$ cat config.mk
export PLATFORM = sky130hd
export DESIGN_NAME = ped_request_ctrl
export DESIGN_NICKNAME = d
export VERILOG_FILES = /design/src/rtl/ped_request_ctrl.sv
export SDC_FILE = /design/constraint.sdc
export NUM_CORES = 1
export LEC_CHECK = 0
export ABC_AREA = 1
export CAP_MARGIN = 0
export CORE_MARGIN = 1
export CORE_UTILIZATION = 50
export CTS_CLUSTER_DIAMETER = 100
export DETAILED_ROUTE_END_ITERATION = 12
export PLACE_DENSITY = 0.79
export SYNTH_ARGS = -nofsm -noshare
export SYNTH_HDL_FRONTEND = slang
export SYNTH_SLANG_ARGS = --single-unit
$ cat constraint.sdc
create_clock -name clk -period 1.9 [get_ports clk]
set_input_delay 0.19 -clock clk [delete_from_list [all_inputs] [get_ports clk]]
set_output_delay 0.19 -clock clk [all_outputs]
set_load 0.01 [all_outputs]
$ cat src/rtl/ped_request_ctrl.sv
// ped_request_ctrl
//   Turns raw active-low pedestrian push-buttons (one per pole) into clean
//   per-pole crossing requests for the traffic signal controller. Each button
//   is synchronised and debounced, and its press edge is detected. The
//   resulting request is held until the controller acknowledges it. A
//   saturating BCD counter of accepted requests feeds the 7-segment decoder.
//   Runs on the fast system clock, ahead of the 1 Hz divider.
//
// Ports
//   clk        in   system clock (100 MHz)
//   rst        in   asynchronous reset, active low
//   btn_n      in   [NUM_BTN] raw buttons, 0 = pressed, asynchronous to clk
//   ack        in   [NUM_BTN] high while req[i]=1 means pole i was served
//   req        out  [NUM_BTN] pending crossing request per pole
//   btn_level  out  [NUM_BTN] debounced button state, 1 = pressed
//   req_cnt    out  [4]       accepted-request count, BCD 0..9, saturating
//
// Parameters
//   NUM_BTN (1..4), DB_CYCLES (>= 2) stable cycles to accept a new level,
//   LOCKOUT_CYCLES post-service lockout length.
//
// Build option
//   BTN_LOCKOUT_EN : when defined, a served pole returns to idle only after
//   the button is released AND LOCKOUT_CYCLES cycles have elapsed since
//   the ack. When undefined, release alone suffices and no lockout counter
//   exists.
`timescale 1ns/1ps
module ped_request_ctrl #(
  parameter int NUM_BTN        = 2,
  parameter int DB_CYCLES      = 2000000,
  parameter int LOCKOUT_CYCLES = 100000000
) (
  input  logic               clk,
  input  logic               rst,
  input  logic [NUM_BTN-1:0] btn_n,
  input  logic [NUM_BTN-1:0] ack,
  output logic [NUM_BTN-1:0] req,
  output logic [NUM_BTN-1:0] btn_level,
  output logic [3:0]         req_cnt
);

  localparam int             DBW     = $clog2(DB_CYCLES);
  localparam logic [DBW-1:0] DB_LAST = DBW'(DB_CYCLES - 1);

  if (NUM_BTN < 1 || NUM_BTN > 4 || DB_CYCLES < 2 || LOCKOUT_CYCLES < 1) begin : g_param_check
    $error("ped_request_ctrl: parameter out of range");
  end

  typedef enum logic [1:0] {ST_IDLE, ST_PEND, ST_SERVED} state_t;

  logic [NUM_BTN-1:0] r_sync1, r_sync2;
  logic [NUM_BTN-1:0] r_level, r_level_d;
  logic [DBW-1:0]     r_db_cnt [NUM_BTN];
  state_t             r_state  [NUM_BTN];
  state_t             w_next   [NUM_BTN];
  logic [NUM_BTN-1:0] r_req;
  logic [3:0]         r_cnt;

  logic [NUM_BTN-1:0] w_samp, w_press, w_accept, w_ack_take, w_req_next, w_lock_done;
  logic [4:0]         w_cnt_sum;
  logic [3:0]         w_cnt_next;

  assign w_samp  = ~r_sync2;
  assign w_press = r_level & ~r_level_d;

  // Synchroniser and debounce: the level only moves after DB_CYCLES
  // consecutive samples disagree with it; any agreement restarts the count.
  always_ff @(posedge clk or negedge rst) begin
    if (!rst) begin
      r_sync1   <= '1;
      r_sync2   <= '1;
      r_level   <= '0;
      r_level_d <= '0;
      for (int i = 0; i < NUM_BTN; i++) r_db_cnt[i] <= '0;
    end else begin
      r_sync1   <= btn_n;
      r_sync2   <= r_sync1;
      r_level_d <= r_level;
      for (int i = 0; i < NUM_BTN; i++) begin
        if (w_samp[i] == r_level[i]) begin
          r_db_cnt[i] <= '0;
        end else if (r_db_cnt[i] == DB_LAST) begin
          r_level[i]  <= w_samp[i];
          r_db_cnt[i] <= '0;
        end else begin
          r_db_cnt[i] <= r_db_cnt[i] + 1'b1;
        end
      end
    end
  end

`ifdef BTN_LOCKOUT_EN
  localparam int LKW = $clog2(LOCKOUT_CYCLES + 1);
  logic [LKW-1:0] r_lock [NUM_BTN];

  // Loaded on the ack edge, then counts down to zero and parks there.
  always_ff @(posedge clk or negedge rst) begin
    if (!rst) begin
      for (int i = 0; i < NUM_BTN; i++) r_lock[i] <= '0;
    end else begin
      for (int i = 0; i < NUM_BTN; i++) begin
        if (w_ack_take[i])          r_lock[i] <= LKW'(LOCKOUT_CYCLES);
        else if (r_lock[i] != '0)   r_lock[i] <= r_lock[i] - 1'b1;
      end
    end
  end

  always_comb begin
    w_lock_done = '0;
    for (int i = 0; i < NUM_BTN; i++) w_lock_done[i] = (r_lock[i] == '0);
  end
`else
  assign w_lock_done = '1;
`endif

  // Request FSM per pole. An ack in PEND wins over a coincident press; the
  // press is simply not looked at outside IDLE, so it is neither taken nor
  // counted.
  always_comb begin
    w_accept   = '0;
    w_ack_take = '0;
    w_req_next = '0;
    for (int i = 0; i < NUM_BTN; i++) begin
      w_next[i] = r_state[i];
      case (r_state[i])
        ST_IDLE: begin
          if (w_press[i]) begin
            w_next[i]   = ST_PEND;
            w_accept[i] = 1'b1;
          end
        end
        ST_PEND: begin
          if (ack[i]) begin
            w_next[i]     = ST_SERVED;
            w_ack_take[i] = 1'b1;
          end
        end
        ST_SERVED: begin
          if (!r_level[i] && w_lock_done[i]) w_next[i] = ST_IDLE;
        end
        default: w_next[i] = ST_IDLE;
      endcase
      w_req_next[i] = (w_next[i] == ST_PEND);
    end
  end

  // Several poles may be accepted on the same edge; add them all, clamp at 9.
  always_comb begin
    w_cnt_sum = {1'b0, r_cnt};
    for (int i = 0; i < NUM_BTN; i++) w_cnt_sum = w_cnt_sum + {4'd0, w_accept[i]};
    w_cnt_next = (w_cnt_sum > 5'd9) ? 4'd9 : w_cnt_sum[3:0];
  end

  always_ff @(posedge clk or negedge rst) begin
    if (!rst) begin
      for (int i = 0; i < NUM_BTN; i++) r_state[i] <= ST_IDLE;
      r_req <= '0;
      r_cnt <= '0;
    end else begin
      for (int i = 0; i < NUM_BTN; i++) r_state[i] <= w_next[i];
      r_req <= w_req_next;
      r_cnt <= w_cnt_next;
    end
  end

  assign req       = r_req;
  assign btn_level = r_level;
  assign req_cnt   = r_cnt;

endmodule

==> results_dict.tcl, run 1 <==
set metrics [dict create \
    critPathArrivalTime_ns 2.14 \
    yosysTopAreaCellShare_pct 46.4 \
    synth_cells 364 \
    dpl-instance-area_um2 3320 \
    first_pass_iters 4 \
    post_route_cells_drive_above_1_share_pct 15.9 \
    die_y_um 79.7 \
    synth_top_cells_by_area "dfrtp_1 46%, nor2_1 11%, nand2_1 8.7%, nand3_1 5.0%, inv_1 4.5%" \
    synth_commonest_cells "86 x nor2_1, 70 x nand2_1, 56 x dfrtp_1, 36 x inv_1, 30 x nand3_1" \
    worst_pin_slew_ns 0.436 \
    dpl.hpwl_mm 4.34 \
    setup_ws_ns -0.00708 \
    synth.most_common_cell "nor2_1" \
    cts_buffer_depth 2 \
    track_usage_pct 21.3 \
    synth_edf_count 0 \
    path_clk_slew_ns 0.07 \
    synth-main-ff-cell "dfrtp_1" \
    min_period_ns 1.91 \
    port_buffers 13 \
    cts_root_buf "clkbuf_8" \
    dp.cells 458 \
    hold_class "in -> reg" \
    post-route-period-util_pct 100 \
    instances_no_fill 475 \
    syn_nets 374 \
    violations "negative setup slack" \
    place_congestion 0.838 \
    cts_max_level 3 \
    wl_per_cell_um 12.5 \
    syn_avg_cell_area_um2 8.29 \
    drtIter0Drc 121 \
    startpoint_type "flip-flop" \
    syn2layout_area_growth_pct 18.3 \
    required_ns 2.13 \
    vdd_drop_max_v 0.000582 \
    clock-sinks 60 \
    yosys_warnings 0 \
    ys_seq_elements 60 \
    fin_skew_ns 0.0102 \
    antenna_found_initial 0 \
    yosysSeqAreaShare_pct 49.9 \
    grt_max_degree 30 \
    grt_pass1_vias 2344 \
    final_nets 408 \
    cts_buffers 9 \
    vias_per_cell 5.09 \
    cts_tree "built" \
    final-setup-viol-count 2 \
    core_area_um2 5680 \
    cp_max_fo 3 \
    die_width_um 79.7 \
    postSynth.asyncResetShare_pct 100 \
    placementRows 27 \
    cap_violations 0 \
    slew_violations 0 \
    start_util_pct 53.2 \
    power_density_nw_per_um2 712 \
    wl_mm 5.95 \
    yosysUniqueCellTypes 33 \
    max_freq_ghz 0.524 \
    rsz0062_at_grt "yes" \
    drtAntennaViolNets 0 \
    fin_setup_tns_ns -0.00958 \
    drc 0 \
    fin_area_um2 3570 \
    n_antenna_cell 0 \
    status "finished with violations" \
    insertion_delay_ns 0.34 \
    synth_area_leader_cell "dfrtp_1" \
    p_leak_nw 1.56 \
    power.total_mw 2.54 \
    syn_area_um2 3020 \
    end_kind "flip-flop" \
    worst-setup-path-type "reg -> reg" \
    die_area_um2 6350 \
    grt_first_pass_wirelength_mm 10.2 \
    pin_count 14 \
    grt_overflow 0 \
    hold_viol_final 0 \
    slew-limit-headroom_pct 70.9 \
    vias 2417 \
]
[flip-flops by register name (all words and copies together) (netlist names)]
signal     cells
r_db_cnt      42
r_sync1        2
r_state        4
req            2
r_sync2        2
r_level_d      2
req_cnt        4
btn_level      2
[stage by stage]
step                      hold WS [ns]  util, %  worst slack, ns
after global placement           0.153     58.5           0.0338
after floorplan                 -0.106        -           0.0252
after global routing             0.241     62.9          -0.0453
after detailed placement         0.152     58.5           -0.103
after CTS                        0.244     62.2          0.00133
final                            0.252     62.9         -0.00708
[final cells by class]
class                   count  area [um^2]
fillers                   468         2100
clock buffers               9          124
well taps                  72         90.1
clock inverters             7         75.1
flip-flops and latches     60         1510
repair buffers             24          223
inverters                  39          146
multi-input cells         264         1410
[where the power goes]
part	total, mW	switching [mW]	internal [mW]
registers	1.30	0.0103	1.29
clock network	1.15	0.541	0.611
logic	0.0867	0.0560	0.0307
total	2.54	0.607	1.94
[final timing paths]
path | start | to | slack [ns] | depth (start not counted)
min in group asynchronous | rst | r_db_cnt[17] | 0.31 | 2
setup reg to reg | r_level_d[1] | req_cnt[2] | -0.007 | 9
hold reg to reg | r_sync1[1] | r_sync2[1] | 0.36 | 0
max in group asynchronous | rst | r_sync1[0] | 0.95 | 3
hold / removal | btn_n[0] | r_sync1[0] | 0.25 | 1
setup / recovery | r_level_d[1] | req_cnt[2] | -0.007 | 9
[kinds of logic (layout without fill, tap and decap cells)]
group,count (synthesis),in the layout,share of synthesized area [%]
AOI/OAI and AO/OA,18,18,3.61
and+or+nand+nor,221,221,33.3
adders and majority gates,4,4,1.91
xor gates and xnor gates,21,21,6.34
buffers and inverters,40,79,4.97
DFF,60,60,49.9
[placed cells by master (no fill, tap or decap), types with 2 or more instances in the layout]
| cell | count |
|---|---|
| inv_1 | 35 |
| o31ai_1 | 4 |
| nand4_1 | 4 |
| nor2_2 | 5 |
| clkdlybuf4s50_1 | 12 |
| nand3_1 | 29 |
| nor3_1 | 6 |
| xor2_1 | 12 |
| clkbuf_8 | 9 |
| nor2_4 | 5 |
| nand3_2 | 2 |
| xnor2_1 | 7 |
| nand2_2 | 6 |
| inv_2 | 4 |
| o21ai_0 | 2 |
| nand2_1 | 70 |
| nor3b_1 | 2 |
| buf_4 | 9 |
| clkinvlp_4 | 3 |
| nand2_4 | 2 |
| dfstp_2 | 4 |
| inv_6 | 2 |
| dfrtp_1 | 56 |
| nor2_1 | 85 |
| ha_1 | 2 |
| a21oi_1 | 7 |
[worst max-delay path, cell delays in order (launching register included)]
cell and delay (ns):
dfrtp_1 0.40, nor2_2 0.14, nand3_2 0.15, fa_2 0.43, inv_2 0.09, ha_4 0.15
xnor2_2 0.08, and2_4 0.17, o21ai_4 0.15, nor2_1 0.06
[per-layer routing]
metal	vias up	routed length, um	track usage, %
li1	1209	-	-
met1	1144	2800	26.4
met2	52	2790	34.6
met3	12	224	5.37
met4	0	130	10.2
met5	-	0	0
[what timing repair did]
action                                 4_1_cts  5_1_grt
endpoints found under the hold margin       16        0
pin swaps                                    1        6
buffers inserted                             0        0
hold buffers                                 1        0
gates resized for setup                      2        9
setup endpoints to repair                    2        3
No activity file was read; power rests on OpenSTA's default activity.
==> run 2, diff against run 1 <==
- CTS_CLUSTER_SIZE: unset -> 25
- PLACE_DENSITY: 0.79 -> 0.76
- clock period: 1.9 -> 2.24 ns (I/O delays scaled with it)
==> run 2 against run 1 <==
The run now ends clean; core utilization decreased by 1.2 points; combinational power decreased by 16%; routed wire length decreased by 3.6%; largest power group unchanged.
==> results_dict.tcl, run 2 (synthesis results as in run 1) <==
set metrics [dict create \
    start_util_pct 53.2 \
    vias_per_cell 5.08 \
    hold_viol_final 0 \
    slowest_stage "fa_1" \
    path_common_cell "nor2_1" \
    grt_overflow 0 \
    slew_violations 0 \
    postCtsSetupRepairBufs 0 \
    grt_max_degree 38 \
    dpl-instance-area_um2 3270 \
    min_period_ns 1.95 \
    wl_mm 5.73 \
    final_nets 401 \
    power_density_nw_per_um2 652 \
    post_route_cells_drive_above_1_share_pct 12.1 \
    fillers 503 \
    pin_count 14 \
    cp_max_fo 3 \
    place_congestion 0.868 \
    required_ns 2.46 \
    post-route-period-util_pct 87.1 \
    die_width_um 79.7 \
    status "complete, no violations" \
    drc 0 \
    worst_pin_slew_ns 0.564 \
    fin_setup_tns_ns 0 \
    first_pass_iters 4 \
    fin_skew_ns 0.0116 \
    cts_buffers 9 \
    largest_register "r_db_cnt" \
    track_usage_pct 21.6 \
    hold_class "in -> reg" \
    slew-limit-headroom_pct 62.4 \
    critPathArrivalTime_ns 2.17 \
    placementRows 27 \
    cap_violations 0 \
    grt_first_pass_wirelength_mm 10.4 \
    path_clk_slew_ns 0.07 \
    final-setup-viol-count 0 \
    end_kind "flip-flop" \
    drtIter0Drc 124 \
    die_area_um2 6350 \
    p_leak_nw 1.54 \
    die_y_um 79.7 \
    rsz0062_at_grt "no" \
    grt_pass1_vias 2417 \
    cts_tree "built" \
    cts_max_level 3 \
    clock-sinks 60 \
    max_freq_ghz 0.513 \
    drtAntennaViolNets 0 \
    cts_root_buf "clkbuf_8" \
    n_antenna_cell 0 \
    vias 2377 \
    antenna_found_initial 0 \
    wl_per_cell_um 12.2 \
    port_buffers 13 \
    syn2layout_area_growth_pct 16.1 \
    crit_chain "nor2_1 -> nand3_1 -> fa_1 -> inv_1 -> ha_1 -> xnor2_1 -> and2_1 -> o21ai_1 -> nor2_1" \
    core_area_um2 5680 \
    final_cell_mix "86 x nor2_1, 70 x nand2_1, 55 x dfrtp_1" \
    vdd_drop_max_v 0.000466 \
    path_buf_inv 1 \
    cts_buffer_depth 2 \
    fin_area_um2 3500 \
    largest_reg_flops 42 \
    power.total_mw 2.28 \
    final_common_cell "nor2_1" \
    insertion_delay_ns 0.33 \
    crit_family "adder cells" \
    worst-setup-path-type "reg -> reg" \
    critPathMaxStageDelay_ns 0.41 \
    startpoint_type "flip-flop" \
    dpl.hpwl_mm 4.25 \
]
## run 2: cell types whose count changed in the layout (fill, tap and decap cells not counted), sizes merged
| cell | delta |
|---|---|
| buf | -7 |
| clkbuf | +4 |
| clkinvlp | -3 |
| inv | -2 |
| bufinv | +1 |
## run 2: where the power goes
group	leakage (nW)	internal, mW	switching [mW]
sequential	0.818	1.10	0.00854
combinational	0.608	0.0251	0.0480
clock	0.114	0.691	0.412
## run 2: metrics by stage
| step | util, % | setup slack [ns] | hold WS (ns) | instances |
|---|---|---|---|---|
| finish | 61.8 | 0.289 | 0.340 | 468 |
| global route | 61.8 | 0.0627 | 0.326 | 468 |
| CTS | 61.7 | 0.226 | 0.325 | 468 |
| detailed placement | 57.5 | 0.237 | 0.259 | 451 |
| global placement | 57.5 | 0.316 | 0.246 | 451 |
| floorplan | - | 0.365 | -0.0716 | 364 |
## run 2: timing repair
action	4_1_cts	5_1_grt
endpoints found under the setup margin	0	2
hold endpoints to repair	20	0
resized for setup	0	2
hold buffers	1	0
## run 2: area by class of cell
class | count | area, um^2 | share of cell area (%)
Inverter | 39 | 146 | 4.18
Clock inverter | 3 | 68.8 | 1.96
Multi-Input combinational cell | 264 | 1360 | 38.9
Timing Repair Buffer | 17 | 170 | 4.86
Clock buffer | 13 | 159 | 4.53
Tap cell | 72 | 90.1 | 2.57
Sequential cell | 60 | 1510 | 43.0
## run 2: path summary, 6_finish.rpt
check,start,to,slack (ns),depth (start not counted)
max in group asynchronous,rst,r_sync2[0],1.18,3
worst min-delay path,btn_n[1],r_sync1[1],0.34,1
worst max register to register,r_state[0],req_cnt[2],0.29,9
worst max-delay path,r_state[0],req_cnt[2],0.29,9
min in group asynchronous,rst,r_db_cnt[19],0.41,2
worst min register to register,r_sync1[0],r_sync2[0],0.36,0
## run 2: layer usage
layer	wire [um]	part of all wire (%)	up-vias	global-route usage (%)
met1	2740	48	1125	27.4
li1	-	-	1201	-
met4	68	1.2	0	9.64
met5	0	0	-	0
met2	2700	47	45	35.4
met3	220	3.8	6	4.34
==> run 3, diff against run 2 <==
- ABC_CLOCK_PERIOD_IN_PS: unset -> 2240
- PLACE_DENSITY: 0.76 -> 0.71
==> run 3 against run 2 <==
Setup slack got worse by 0.043 ns; first-iteration DRC count is 9.7% higher; routed wire length grew 0.65%; global-route usage down 0.71 points.
==> results_dict.tcl, run 3 (synthesis results as in run 1) <==
set metrics [dict create \
    status "complete, no violations" \
    track_usage_pct 20.9 \
    wl_per_cell_um 12.4 \
    antenna_found_initial 0 \
    slew-limit-headroom_pct 50.7 \
    final_cell_mix "86 x nor2_1, 70 x nand2_1, 56 x dfrtp_1" \
    hold_class "in -> async" \
    post_route_cells_drive_above_1_share_pct 12.4 \
    power_density_nw_per_um2 627 \
    cts_buffers 9 \
    placementRows 27 \
    vdd_drop_max_v 0.000404 \
    grt_max_degree 61 \
    first_pass_iters 4 \
    cts_buffer_depth 2 \
    power.total_mw 2.16 \
    cts.repair.resized 0 \
    critPathArrivalTime_ns 2.23 \
    startpoint_type "flip-flop" \
    fin_skew_ns 0.0100 \
    finish.utilization_pct 60.9 \
    cts_root_buf "clkbuf_8" \
    die_area_um2 6350 \
    worst_pin_slew_ns 0.739 \
    fin_hold_ws_ns 0.0306 \
    final_nets 400 \
    cts_tree "built" \
    dpl-instance-area_um2 3250 \
    cp_max_fo 6 \
    largest_reg_flops 42 \
    clock-sinks 60 \
    post-route-period-util_pct 89.0 \
    r2r_cells 8 \
    vias 2350 \
    fillers 496 \
    worst-setup-path-type "reg -> reg" \
    rsz0062_at_grt "no" \
    drc 0 \
    r2r_slack_ns 0.25 \
    cap_violations 0 \
    r2r-start "btn_level[1]" \
    dpl.hpwl_mm 4.06 \
    final_common_cell "nor2_1" \
    insertion_delay_ns 0.35 \
    end_kind "flip-flop" \
    hold_viol_final 0 \
    port_buffers 13 \
    required_ns 2.48 \
    vias_per_cell 5.03 \
    grt_first_pass_wirelength_mm 10.0 \
    top_layer_used "met4" \
    rr_endpoint "req_cnt[2]" \
    wl_met1_mm 2.84 \
    wl_mm 5.77 \
    drtAntennaViolNets 0 \
    postCtsSetupRepairBufs 0 \
    path_clk_slew_ns 0.07 \
    start_util_pct 53.2 \
    grt_overflow 0 \
    n_antenna_cell 0 \
    route.met3.wl_um 278 \
    core_area_um2 5680 \
    min_period_ns 1.99 \
    die_width_um 79.7 \
    pin_count 14 \
    place_congestion 0.835 \
    grt_pass1_vias 2273 \
    p_leak_nw 1.52 \
    route.met2.wl_mm 2.57 \
    slew_violations 0 \
    syn2layout_area_growth_pct 14.4 \
    hold_buffers 0 \
    worstSetupStartpoint "btn_level[1]" \
    final-setup-viol-count 0 \
    fin_setup_tns_ns 0 \
    die_y_um 79.7 \
    cts_max_level 3 \
    drtIter0Drc 136 \
    max_freq_ghz 0.502 \
    fin_area_um2 3450 \
    largest_register "r_db_cnt" \
]
==> run 3: cell types whose count changed in the layout (fill, tap and decap cells not counted), sizes merged <==
cell / delta
clkinv: +2
dlygate4sd3: -1
bufinv: -1
clkinvlp: +2
clkbuf: -3
==> run 3: per-stage QoR <==
| stage | setup slack, ns | std cells |
|---|---|---|
| final | 0.246 | 467 |
| after CTS | 0.219 | 467 |
| after global placement | 0.326 | 451 |
| after floorplan | 0.365 | 364 |
| after detailed placement | 0.228 | 451 |
| after global routing | 0.0514 | 467 |
==> run 3: layout make-up <==
type / instances / area [um^2] / share of cell area, %
sequential: 60 / 1510 / 43.6
multi-input combinational: 264 / 1360 / 39.4
timing repair buffer: 16 / 148 / 4.27
inverter: 39 / 146 / 4.24
clock buffer: 10 / 138 / 3.98
tap: 72 / 90.1 / 2.61
clock inverter: 6 / 63.8 / 1.85
==> run 3: power breakdown <==
group / internal [mW] / leakage (nW) / switching, mW / total (mW)
registers: 1.10 / 0.820 / 0.00889 / 1.11
logic: 0.0216 / 0.599 / 0.0474 / 0.0689
clock network: 0.541 / 0.0983 / 0.448 / 0.989
==> run 3: worst max-delay path by stage <==
| stage | to | slack (ns) | depth (start not counted) |
|---|---|---|---|
| 2_1_floorplan | req_cnt[1] | 0.37 | 8 |
| 3_3_place_gp | req_cnt[1] | 0.33 | 8 |
| 3_5_place_dp | req_cnt[2] | 0.23 | 8 |
| 4_1_cts | req_cnt[2] | 0.22 | 8 |
| 5_1_grt | req_cnt[1] | 0.05 | 9 |
| 6_report | req_cnt[2] | 0.25 | 8 |
==> run 3: layer usage <==
metal  up-vias  global-route usage [%]
li1       1200                       -
met1      1089                    27.2
met2        52                    32.7
met3         9                    6.17
met4         0                    7.64
met5         -                       0
==> run 3: critical path: stages (launching register included) <==
cell	delay, ns
dfrtp_1	0.48
nand3_1	0.19
fa_1	0.42
inv_1	0.08
ha_1	0.18
xnor2_1	0.09
and2_1	0.15
o21ai_0	0.23
nor2_1	0.07
